**src/rtl/display_scan_ctrl_pkg.sv**
```systemverilog
// Shared constants for the 7-segment display path: active-low segment patterns,
// blink field encodings and the per-digit slot state encoding.
package display_scan_ctrl_pkg;

  // Segment order is {g,f,e,d,c,b,a}; a 0 lights the segment.
  localparam logic [6:0] SEG_0    = 7'b1000000;
  localparam logic [6:0] SEG_1    = 7'b1111001;
  localparam logic [6:0] SEG_2    = 7'b0100100;
  localparam logic [6:0] SEG_3    = 7'b0110000;
  localparam logic [6:0] SEG_4    = 7'b0011001;
  localparam logic [6:0] SEG_5    = 7'b0010010;
  localparam logic [6:0] SEG_6    = 7'b0000010;
  localparam logic [6:0] SEG_7    = 7'b1111000;
  localparam logic [6:0] SEG_8    = 7'b0000000;
  localparam logic [6:0] SEG_9    = 7'b0010000;
  localparam logic [6:0] SEG_DASH = 7'b0111111;
  localparam logic [6:0] SEG_OFF  = 7'b1111111;

  localparam logic [1:0] BLK_NONE = 2'b00;
  localparam logic [1:0] BLK_MIN  = 2'b01;
  localparam logic [1:0] BLK_HOUR = 2'b10;
  localparam logic [1:0] BLK_ALL  = 2'b11;

  typedef enum logic {
    S_DEAD  = 1'b0,
    S_DRIVE = 1'b1
  } slot_state_e;

  // Minutes are digits 0/1, hours are digits 2/3.
  function automatic logic blink_covers(input logic [1:0] sel, input logic [1:0] idx);
    logic hit;
    hit = 1'b0;
    case (sel)
      BLK_MIN:  hit = ~idx[1];
      BLK_HOUR: hit = idx[1];
      BLK_ALL:  hit = 1'b1;
      default:  hit = 1'b0;
    endcase
    return hit;
  endfunction

endpackage

```
**src/rtl/display_scan_ctrl_bcd_to_seg.sv**
```systemverilog
// Pure combinational BCD to active-low 7-segment decoder; codes 10-15 show a dash.
module bcd_to_seg
  import display_scan_ctrl_pkg::*;
(
  input  logic [3:0] bcd,
  output logic [6:0] seg
);

  always_comb begin
    seg = SEG_DASH;
    case (bcd)
      4'd0:    seg = SEG_0;
      4'd1:    seg = SEG_1;
      4'd2:    seg = SEG_2;
      4'd3:    seg = SEG_3;
      4'd4:    seg = SEG_4;
      4'd5:    seg = SEG_5;
      4'd6:    seg = SEG_6;
      4'd7:    seg = SEG_7;
      4'd8:    seg = SEG_8;
      4'd9:    seg = SEG_9;
      default: seg = SEG_DASH;
    endcase
  end

endmodule

```
**src/rtl/display_scan_ctrl.sv**
```systemverilog
// Time-multiplexed scan controller for a 4-digit common-anode display with dead-time,
// frame snapshot, blink blanking and colon. Optional DISPLAY_LZ_BLANK_EN blanks a leading zero on digit 3.
module display_scan_ctrl
  import display_scan_ctrl_pkg::*;
#(
  parameter int REFRESH_DIV = 50000,
  parameter int DEAD_CYC    = 4,
  parameter int BLINK_SLOTS = 400
) (
  input  logic       clk,
  input  logic       reset_,
  input  logic [3:0] dig0,
  input  logic [3:0] dig1,
  input  logic [3:0] dig2,
  input  logic [3:0] dig3,
  input  logic       en_afisaj,
  input  logic       palpaie,
  input  logic [1:0] blink_sel,
  output logic [3:0] an,
  output logic [6:0] seg,
  output logic       dp,
  output logic       frame_start
);

  localparam int CNT_W = (REFRESH_DIV > 1) ? $clog2(REFRESH_DIV) : 1;
  localparam int BLK_W = (BLINK_SLOTS > 1) ? $clog2(BLINK_SLOTS) : 1;
  localparam logic [CNT_W-1:0] SLOT_LAST  = CNT_W'(REFRESH_DIV - 1);
  localparam logic [CNT_W-1:0] DEAD_LIMIT = CNT_W'(DEAD_CYC);
  localparam logic [BLK_W-1:0] BLINK_LAST = BLK_W'(BLINK_SLOTS - 1);

  logic [CNT_W-1:0] slot_cnt_q, slot_cnt_d;
  logic [1:0]       idx_q, idx_d;
  logic [BLK_W-1:0] blink_cnt_q, blink_cnt_d;
  logic             phase_on_q, phase_on_d;
  logic [3:0][3:0]  snap_q, snap_d;
  slot_state_e      state_q, state_d;
  logic [3:0]       an_q, an_d;
  logic [6:0]       seg_q, seg_d;
  logic             dp_q, dp_d;
  logic             frame_start_q, frame_start_d;

  logic             slot_tick;
  logic             lz_blank;
  logic             blank;
  logic [6:0]       dec_seg;

  bcd_to_seg u_dec (
    .bcd (snap_q[idx_q]),
    .seg (dec_seg)
  );

  always_ff @(posedge clk or negedge reset_) begin
    if (!reset_) begin
      slot_cnt_q    <= '0;
      idx_q         <= 2'd0;
      blink_cnt_q   <= '0;
      phase_on_q    <= 1'b1;
      snap_q        <= '0;
      state_q       <= S_DEAD;
      an_q          <= 4'b1111;
      seg_q         <= SEG_OFF;
      dp_q          <= 1'b1;
      frame_start_q <= 1'b0;
    end else begin
      slot_cnt_q    <= slot_cnt_d;
      idx_q         <= idx_d;
      blink_cnt_q   <= blink_cnt_d;
      phase_on_q    <= phase_on_d;
      snap_q        <= snap_d;
      state_q       <= state_d;
      an_q          <= an_d;
      seg_q         <= seg_d;
      dp_q          <= dp_d;
      frame_start_q <= frame_start_d;
    end
  end

  // Digits are captured only at the frame boundary so a frame never mixes old and new values.
  always_comb begin
    slot_tick   = (slot_cnt_q == SLOT_LAST);
    slot_cnt_d  = slot_cnt_q + 1'b1;
    idx_d       = idx_q;
    blink_cnt_d = blink_cnt_q;
    phase_on_d  = phase_on_q;
    snap_d      = snap_q;
    if (slot_tick) begin
      slot_cnt_d = '0;
      idx_d      = idx_q + 2'd1;
      if (blink_cnt_q == BLINK_LAST) begin
        blink_cnt_d = '0;
        phase_on_d  = ~phase_on_q;
      end else begin
        blink_cnt_d = blink_cnt_q + 1'b1;
      end
      if (idx_q == 2'd3) begin
        snap_d = {dig3, dig2, dig1, dig0};
      end
    end
    state_d = (slot_cnt_d < DEAD_LIMIT) ? S_DEAD : S_DRIVE;
  end

`ifdef DISPLAY_LZ_BLANK_EN
  assign lz_blank = (idx_q == 2'd3) && (snap_q[3] == 4'd0);
`else
  assign lz_blank = 1'b0;
`endif

  // Output registers are computed from this cycle's counters and live control inputs.
  always_comb begin
    blank         = !en_afisaj || lz_blank ||
                    (palpaie && !phase_on_q && blink_covers(blink_sel, idx_q));
    an_d          = 4'b1111;
    seg_d         = SEG_OFF;
    dp_d          = 1'b1;
    frame_start_d = (slot_cnt_q == '0) && (idx_q == 2'd0);
    case (state_q)
      S_DRIVE: begin
        seg_d = dec_seg;
        if (!blank) begin
          an_d = ~(4'b0001 << idx_q);
        end
        if ((idx_q == 2'd2) && phase_on_q && en_afisaj) begin
          dp_d = 1'b0;
        end
      end
      default: begin
        an_d = 4'b1111;
      end
    endcase
  end

  assign an          = an_q;
  assign seg         = seg_q;
  assign dp          = dp_q;
  assign frame_start = frame_start_q;

endmodule

```
**config.mk**
```make
export PLATFORM = sky130hd
export DESIGN_NAME = display_scan_ctrl
export DESIGN_NICKNAME = d
export VERILOG_FILES = /design/src/rtl/display_scan_ctrl_pkg.sv /design/src/rtl/display_scan_ctrl_bcd_to_seg.sv /design/src/rtl/display_scan_ctrl.sv
export SDC_FILE = /design/constraint.sdc
export NUM_CORES = 1
export LEC_CHECK = 0
export BUFFER_PORTS_ARGS = -buffer_cell sky130_fd_sc_hd__buf_2
export CAP_MARGIN = 20
export CORE_MARGIN = 8
export CORE_UTILIZATION = 35
export DETAILED_ROUTE_END_ITERATION = 16
export GPL_ROUTABILITY_DRIVEN = 0
export GPL_TIMING_DRIVEN = 1
export HOLD_SLACK_MARGIN = 0.03
export MAX_ROUTING_LAYER = met4
export RECOVER_POWER = 50
export SETUP_SLACK_MARGIN = 0.3
export SYNTH_ARGS = -nofsm -noshare
export SYNTH_HDL_FRONTEND = slang
export SYNTH_SLANG_ARGS = --single-unit
export TNS_END_PERCENT = 30
```
**constraint.sdc**
```tcl
create_clock -name clk -period 3.2 [get_ports clk]
set_input_delay 0.48 -clock clk [delete_from_list [all_inputs] [get_ports clk]]
set_output_delay 0.48 -clock clk [all_outputs]
set_load 0.05 [all_outputs]
```
==> results of run 1 <==
==> final cells by class <==
cell class | count | area share
flip-flops and latches | 58 | 0.430
well taps | 108 | 0.0396
repair buffers | 35 | 0.0550
clock buffers | 11 | 0.0415
inverters | 8 | 0.00880
clock inverters | 5 | 0.00880
multi-input cells | 174 | 0.416
==> sequential cells by signal (all words and copies together) (netlist names) <==
register     count
slot_cnt_q      16
snap_q          16
blink_cnt_q      9
seg              7
an               4
idx_q            2
dp               1
frame_start      1
phase_on_q       1
state_q          1
==> per-stage QoR <==
step	cells	hold slack (ps)
after global placement	383	485
after floorplan	255	184
after CTS	399	125
final	399	363
after global routing	399	352
after detailed placement	383	490
==> kinds of logic (layout without fill, tap and decap cells) <==
kind of cell,Yosys count,after routing,synth area share
XOR/XNOR,24,24,0.0724
buffers and inverters,23,59,0.0403
AND/OR/NAND/NOR,92,92,0.183
AO/OA/AOI/OAI,20,20,0.0428
adder cells (fa/ha/maj),12,12,0.0499
flip-flops,58,58,0.488
multiplexers,26,26,0.124
==> path summary, 6_finish.rpt <==
path / startpoint / end / slack, ps / cells past startpoint
worst max-delay path: slot_cnt_q[0] / state_q / 730 / 6
worst min-delay path: dig1[0] / snap_q[4] / 360 / 2
worst max register to register: slot_cnt_q[0] / state_q / 730 / 6
worst min register to register: blink_cnt_q[2] / blink_cnt_q[2] / 500 / 1
max in group asynchronous: reset_ / phase_on_q / 1960 / 2
min in group asynchronous: reset_ / frame_start / 380 / 1
==> power breakdown <==
group	total (mW)	switching (mW)	internal (mW)	leakage, nW
Sequential	0.765	0.00709	0.758	0.708
Combinational	0.108	0.0683	0.0400	0.782
Clock	0.591	0.293	0.297	0.0851
Total	1.46	0.368	1.10	1.58
==> synthesized netlist by cell type (all sizes together) <==
| cell | instances |
|---|---|
| a32oi | 1 |
| and4 | 5 |
| o21ai | 7 |
| a31oi | 2 |
| clkbuf | 4 |
| or3 | 1 |
| nand4 | 10 |
| nor4 | 7 |
| nand2 | 20 |
| mux4 | 4 |
| nor3 | 7 |
| a41o | 1 |
| xor2 | 8 |
| inv | 8 |
| o22ai | 1 |
| a2111o | 1 |
| a21boi | 1 |
| nor2 | 22 |
| a2bb2oi | 1 |
| xnor2 | 16 |
| a21oi | 4 |
| dfrtp | 45 |
| mux2 | 19 |
| ha | 12 |
| dfstp | 13 |
| nand2b | 1 |
| nand3b | 1 |
| mux2i | 3 |
| and2 | 1 |
| buf | 11 |
| and3 | 4 |
| o2111ai | 1 |
| nor2b | 1 |
| nor4b | 1 |
| nand3 | 11 |
==> layer usage <==
| metal | GRT usage | part of all wire | vias to the layer above |
|---|---|---|---|
| met5 | - | 0 | - |
| met4 | 0.0645 | 0.024 | 0 |
| met3 | 0.0266 | 0.040 | 12 |
| met2 | 0.162 | 0.46 | 37 |
| met1 | 0.137 | 0.47 | 961 |
| li1 | - | - | 954 |
==> impl_metrics.csv, run 1 <==
group,metric,value,unit
sta,setup_violations,0,
clocking,clockBufferDepth,2,
power_and_ir_drop,peakVddDrop,0.160,mV
yosys,synth_nets,289,
cells_and_area,final_util,0.401,
yosys,synth_area_leaders,"dfrtp_1 37%, dfstp_2 11%, ha_1 5.0%, mux2_4 5.0%, xnor2_1 4.7%",
clocking,cts_root_buf,"clkbuf_8",
setup_path,endpoint_kind,"register",
sta,fmax,0.404,GHz
cells_and_area,mostFrequentLayoutCells,"45 x dfrtp_1, 32 x buf_2, 21 x nor2_1, 19 x nand2_1, 16 x xnor2_1",
die,std_cell_rows,34,
placement,portBuffers,34,
sta,relSlewSlack,0.181,
yosys,synth_largest_area_cell,"dfrtp_1",
cells_and_area,nets,320,
yosys,ys_types,45,
detailed_routing,drtPass1Iterations,4,
power_and_ir_drop,powerDensity,429,nW/um2
setup_path,arrival,2690,ps
detailed_routing,antenna_left,0,
yosys,avgSynthCellArea,11.8,um2
cells_and_area,layout_commonest_cell,"dfrtp_1",
setup_path,worst-path-buf-inv,0,
sta,fin_crit_sh,0.773,
setup_path,cpPeakStageDelay,450,ps
grt,antenna_found_initial,0,
setup_path,path_max_fanout,12,
outcome,status,"completed",
die,fp.dieArea,11800,um2
power_and_ir_drop,p_leak,1.58,nW
yosys,yosys_register_bits,58,
sta,final.min_clock_period,2470,ps
sta,finalHoldViolations,0,
clocking,cts_tree,"yes",
yosys,synthCells,255,
sta,worst_pin_slew,1230,ps
clocking,cts.sinks,58,
die,initial_core_util,0.354,
detailed_routing,wirelength,5.80,mm
detailed_routing,drt-vias-per-instance,4.92,
detailed_routing,drc_errors,0,
grt,grt_usage,0.111,
clocking,ctsHtreeMaxLevel,3,
cells_and_area,fillers,846,
clocking,cts_hold_buffers,0,
cells_and_area,synthToLayoutAreaGrowth,13.4,%
cells_and_area,seqCellArea,1470,um2
clocking,cts-buffers-inserted,9,
setup_path,crit_slowest_cell,"dfrtp_1",
grt,grt_max_degree,38,
placement,place_ws,747,ps
sta,finClkSkew,10.1,ps
yosys,yosysWarningCount,0,
yosys,syn_area,3010,um2
sta,rsz0062_at_grt,"false",
grt,grt_pass1_wl,9.82,mm
min_path,min_path_type,"in2reg",
setup_path,worstSetupStartpointType,"register",
detailed_routing,drtIter0Drc,60,
detailed_routing,post_drt_wl_per_cell,14.5,um
setup_path,crit_type,"reg2reg",
setup_path,crit_family,"simple AND/OR/NAND/NOR gates",
cells_and_area,drive_gt1_frac,0.320,
grt,grt_overflow,0,
clocking,post_cts_resized,0,
die,die_w,109,um
cells_and_area,num_antenna_cells,0,
placement,placed_cell_area,3240,um2
power_and_ir_drop,power,1.46,mW
grt,grt_pass1_vias,1949,
clocking,cts_setup_buffers,0,
flow_run,max_cap_viol_count,0,
setup_path,worstPathCellList,"ha_1 -> nand3_2 -> nor4_1 -> xor2_1 -> or3_1 -> a2111o_1",
setup_path,required,3420,ps
cells_and_area,final_area,3410,um2
die,core,8510,um2
cells_and_area,multi_input_area,1420,um2
die,die_height,109,um
sta,slew_violations,0,
clocking,clock_latency,340,ps
die,num_io_pins,35,
detailed_routing,vias,1964,
yosys,yosysTopAreaCellShare,0.374,
placement,dp_hpwl,4.07,mm
clocking,path_clk_slew,70,ps
sta,tns,0,ps
sta,worst_slack,726,ps
yosys,ys_seq_area_frac,0.488,
No activity file was read; power rests on OpenSTA's default activity.
==> inputs of run 2 (changes only) <==
- clock period: 3.2 -> 2.5 ns (I/O delays scaled with it)
==> run 2 against run 1 <==
- the flow now finishes with violations (max-capacitance violations, max-slew violations)
- critical path depth is the same
- die area is the same
- flip-flop and latch count is the same
- setup slack lost 370 ps
- fmax grew 15%
- register-to-register slack lost 370 ps
- sequential power grew 28%
- total power grew 27%
- final cell count grew 1.5%
- clock power grew 26%
- first-iteration DRC count shrank 38%
- final area grew 2.3%
- critical path type unchanged
- critical endpoint unchanged
- highest routed layer unchanged
==> impl_metrics.csv, run 2 (synthesis gave the netlist of run 1 again) <==
group,metric,value,unit
detailed_routing,drt-vias-per-instance,4.91,
detailed_routing,vias,1989,
grt,grt_pass1_wl,10.5,mm
die,num_io_pins,35,
sta,fin_crit_sh,0.857,
power_and_ir_drop,p_sw_frac,0.259,
cells_and_area,num_antenna_cells,0,
detailed_routing,antenna_left,0,
setup_path,worst-path-buf-inv,0,
clocking,path_clk_slew,70,ps
clocking,cts_root_buf,"clkbuf_8",
sta,finalHoldViolations,0,
cells_and_area,layout_commonest_cell,"dfrtp_1",
die,die_w,109,um
min_path,min_path_type,"in2reg",
sta,final.min_clock_period,2140,ps
setup_path,arrival,2360,ps
setup_path,cpPeakStageDelay,420,ps
flow_run,max_cap_viol_count,1,
detailed_routing,drtPass1Iterations,4,
outcome,failed_checks,"max-capacitance violations, max-slew violations",
setup_path,endpoint,"state_q",
setup_path,worst-path-stages,6,
setup_path,timing.rr.start,"slot_cnt_q[0]",
die,fp.dieArea,11800,um2
grt,antenna_found_initial,0,
clocking,cts_tree,"yes",
clocking,cts-buffers-inserted,9,
setup_path,rrSetupSlack,360,ps
sta,rsz0062_at_grt,"false",
setup_path,required,2720,ps
detailed_routing,wirelength,6.03,mm
sta,finClkSkew,7.64,ps
clocking,clockBufferDepth,2,
power_and_ir_drop,pwr-share-comb,0.073,
power_and_ir_drop,clockPowerShare,0.401,
detailed_routing,drtIter0Drc,37,
sta,relSlewSlack,-0.0288,
grt,grt_max_degree,31,
cells_and_area,seqCellArea,1470,um2
power_and_ir_drop,power.internal,1.38,mW
power_and_ir_drop,powerDensity,533,nW/um2
clocking,cts.sinks,58,
grt,grt_overflow,0,
sta,worst_pin_slew,1540,ps
sta,fmax,0.467,GHz
cells_and_area,largestRegisters,"slot_cnt_q x16, snap_q x16, blink_cnt_q x9",
placement,portBuffers,34,
detailed_routing,post_drt_wl_per_cell,14.9,um
cells_and_area,fillers,847,
clocking,cts_hold_buffers,0,
setup_path,cp-startpoint,"slot_cnt_q[0]",
power_and_ir_drop,netSwitchingPower,0.481,mW
power_and_ir_drop,p_seq_frac,0.526,
cells_and_area,mostFrequentLayoutCells,"41 x dfrtp_1, 32 x buf_2, 20 x nor2_1, 19 x nand2_1, 16 x xnor2_1",
grt,grt_usage,0.118,
cells_and_area,drive_gt1_frac,0.354,
setup_path,r2r_cells,6,
setup_path,regToRegEndpoint,"state_q",
setup_path,worstPathCellList,"ha_1 -> nand3_2 -> nor4_4 -> xor2_1 -> or3_1 -> a2111o_1",
power_and_ir_drop,p_leak,1.63,nW
sta,tns,0,ps
power_and_ir_drop,peakVddDrop,0.290,mV
die,initial_core_util,0.354,
cells_and_area,synthToLayoutAreaGrowth,16.1,%
clocking,clock_latency,340,ps
outcome,status,"complete, but fails checks",
power_and_ir_drop,power,1.86,mW
setup_path,endpoint_kind,"register",
placement,dp_hpwl,4.40,mm
die,die_height,109,um
detailed_routing,drc_errors,0,
setup_path,crit_family,"simple AND/OR/NAND/NOR gates",
grt,grt_pass1_vias,2142,
setup_path,crit_slowest_cell,"dfrtp_2",
sta,setup_violations,0,
clocking,ctsHtreeMaxLevel,3,
setup_path,worstSetupStartpointType,"register",
die,core,8510,um2
sta,slew_violations,31,
cells_and_area,multi_input_area,1470,um2
setup_path,path_max_fanout,7,
die,std_cell_rows,34,
setup_path,crit_type,"reg2reg",
cells_and_area,nets,326,
==> run 2: how the worst min path moves through the flow <==
stage | startpoint | end | slack (ps) | depth (start not counted)
6_report | dig3[3] | snap_q[15] | 260 | 2
5_1_grt | dig1[0] | snap_q[4] | 250 | 2
4_1_cts | reset_ | snap_q[5] | 80 | 1
3_5_place_dp | reset_ | frame_start | 460 | 1
3_3_place_gp | reset_ | slot_cnt_q[6] | 460 | 1
2_1_floorplan | reset_ | blink_cnt_q[0] | 80 | 0
==> run 2: what timing repair did <==
item / 4_1_cts / 5_1_grt
resized for setup: 2 / 12
buffers inserted: 0 / 0
endpoints found under the setup margin: 1 / 1
hold endpoints to repair: 0 / 0
==> run 2: power groups by stage <==
stage / logic [mW] / clock network, mW / registers (mW)
2_1_floorplan: 0.0458 / 0 / 1.03
3_3_place_gp: 0.139 / 0 / 0.995
3_5_place_dp: 0.141 / 0 / 0.996
4_1_cts: 0.141 / 0.773 / 0.979
5_1_grt: 0.151 / 0.819 / 0.981
6_report: 0.135 / 0.746 / 0.979
==> run 2: cell type report <==
cell class,count,share of cell area
inverters,8,0.00860
flip-flops and latches,58,0.422
well taps,108,0.0387
clock inverters,6,0.0125
multi-input cells,174,0.421
clock buffers,10,0.0366
repair buffers,41,0.0609
==> run 2: layer usage <==
layer / track usage / vias to the layer above / wire length (um)
li1: - / 966 / -
met1: 0.144 / 980 / 2780
met2: 0.178 / 32 / 2890
met3: 0.0301 / 11 / 209
met4: 0.0577 / 0 / 143
met5: - / - / 0
==> run 2: stage by stage <==
step	util	instances	cell area, um2	worst slack, ps	hold WS [ps]
2_1_floorplan	-	255	3010	304	79.4
3_3_place_gp	0.385	389	3270	351	457
3_5_place_dp	0.385	389	3270	242	458
4_1_cts	0.406	405	3460	317	80.8
5_1_grt	0.410	405	3490	193	254
6_report	0.410	405	3490	357	262
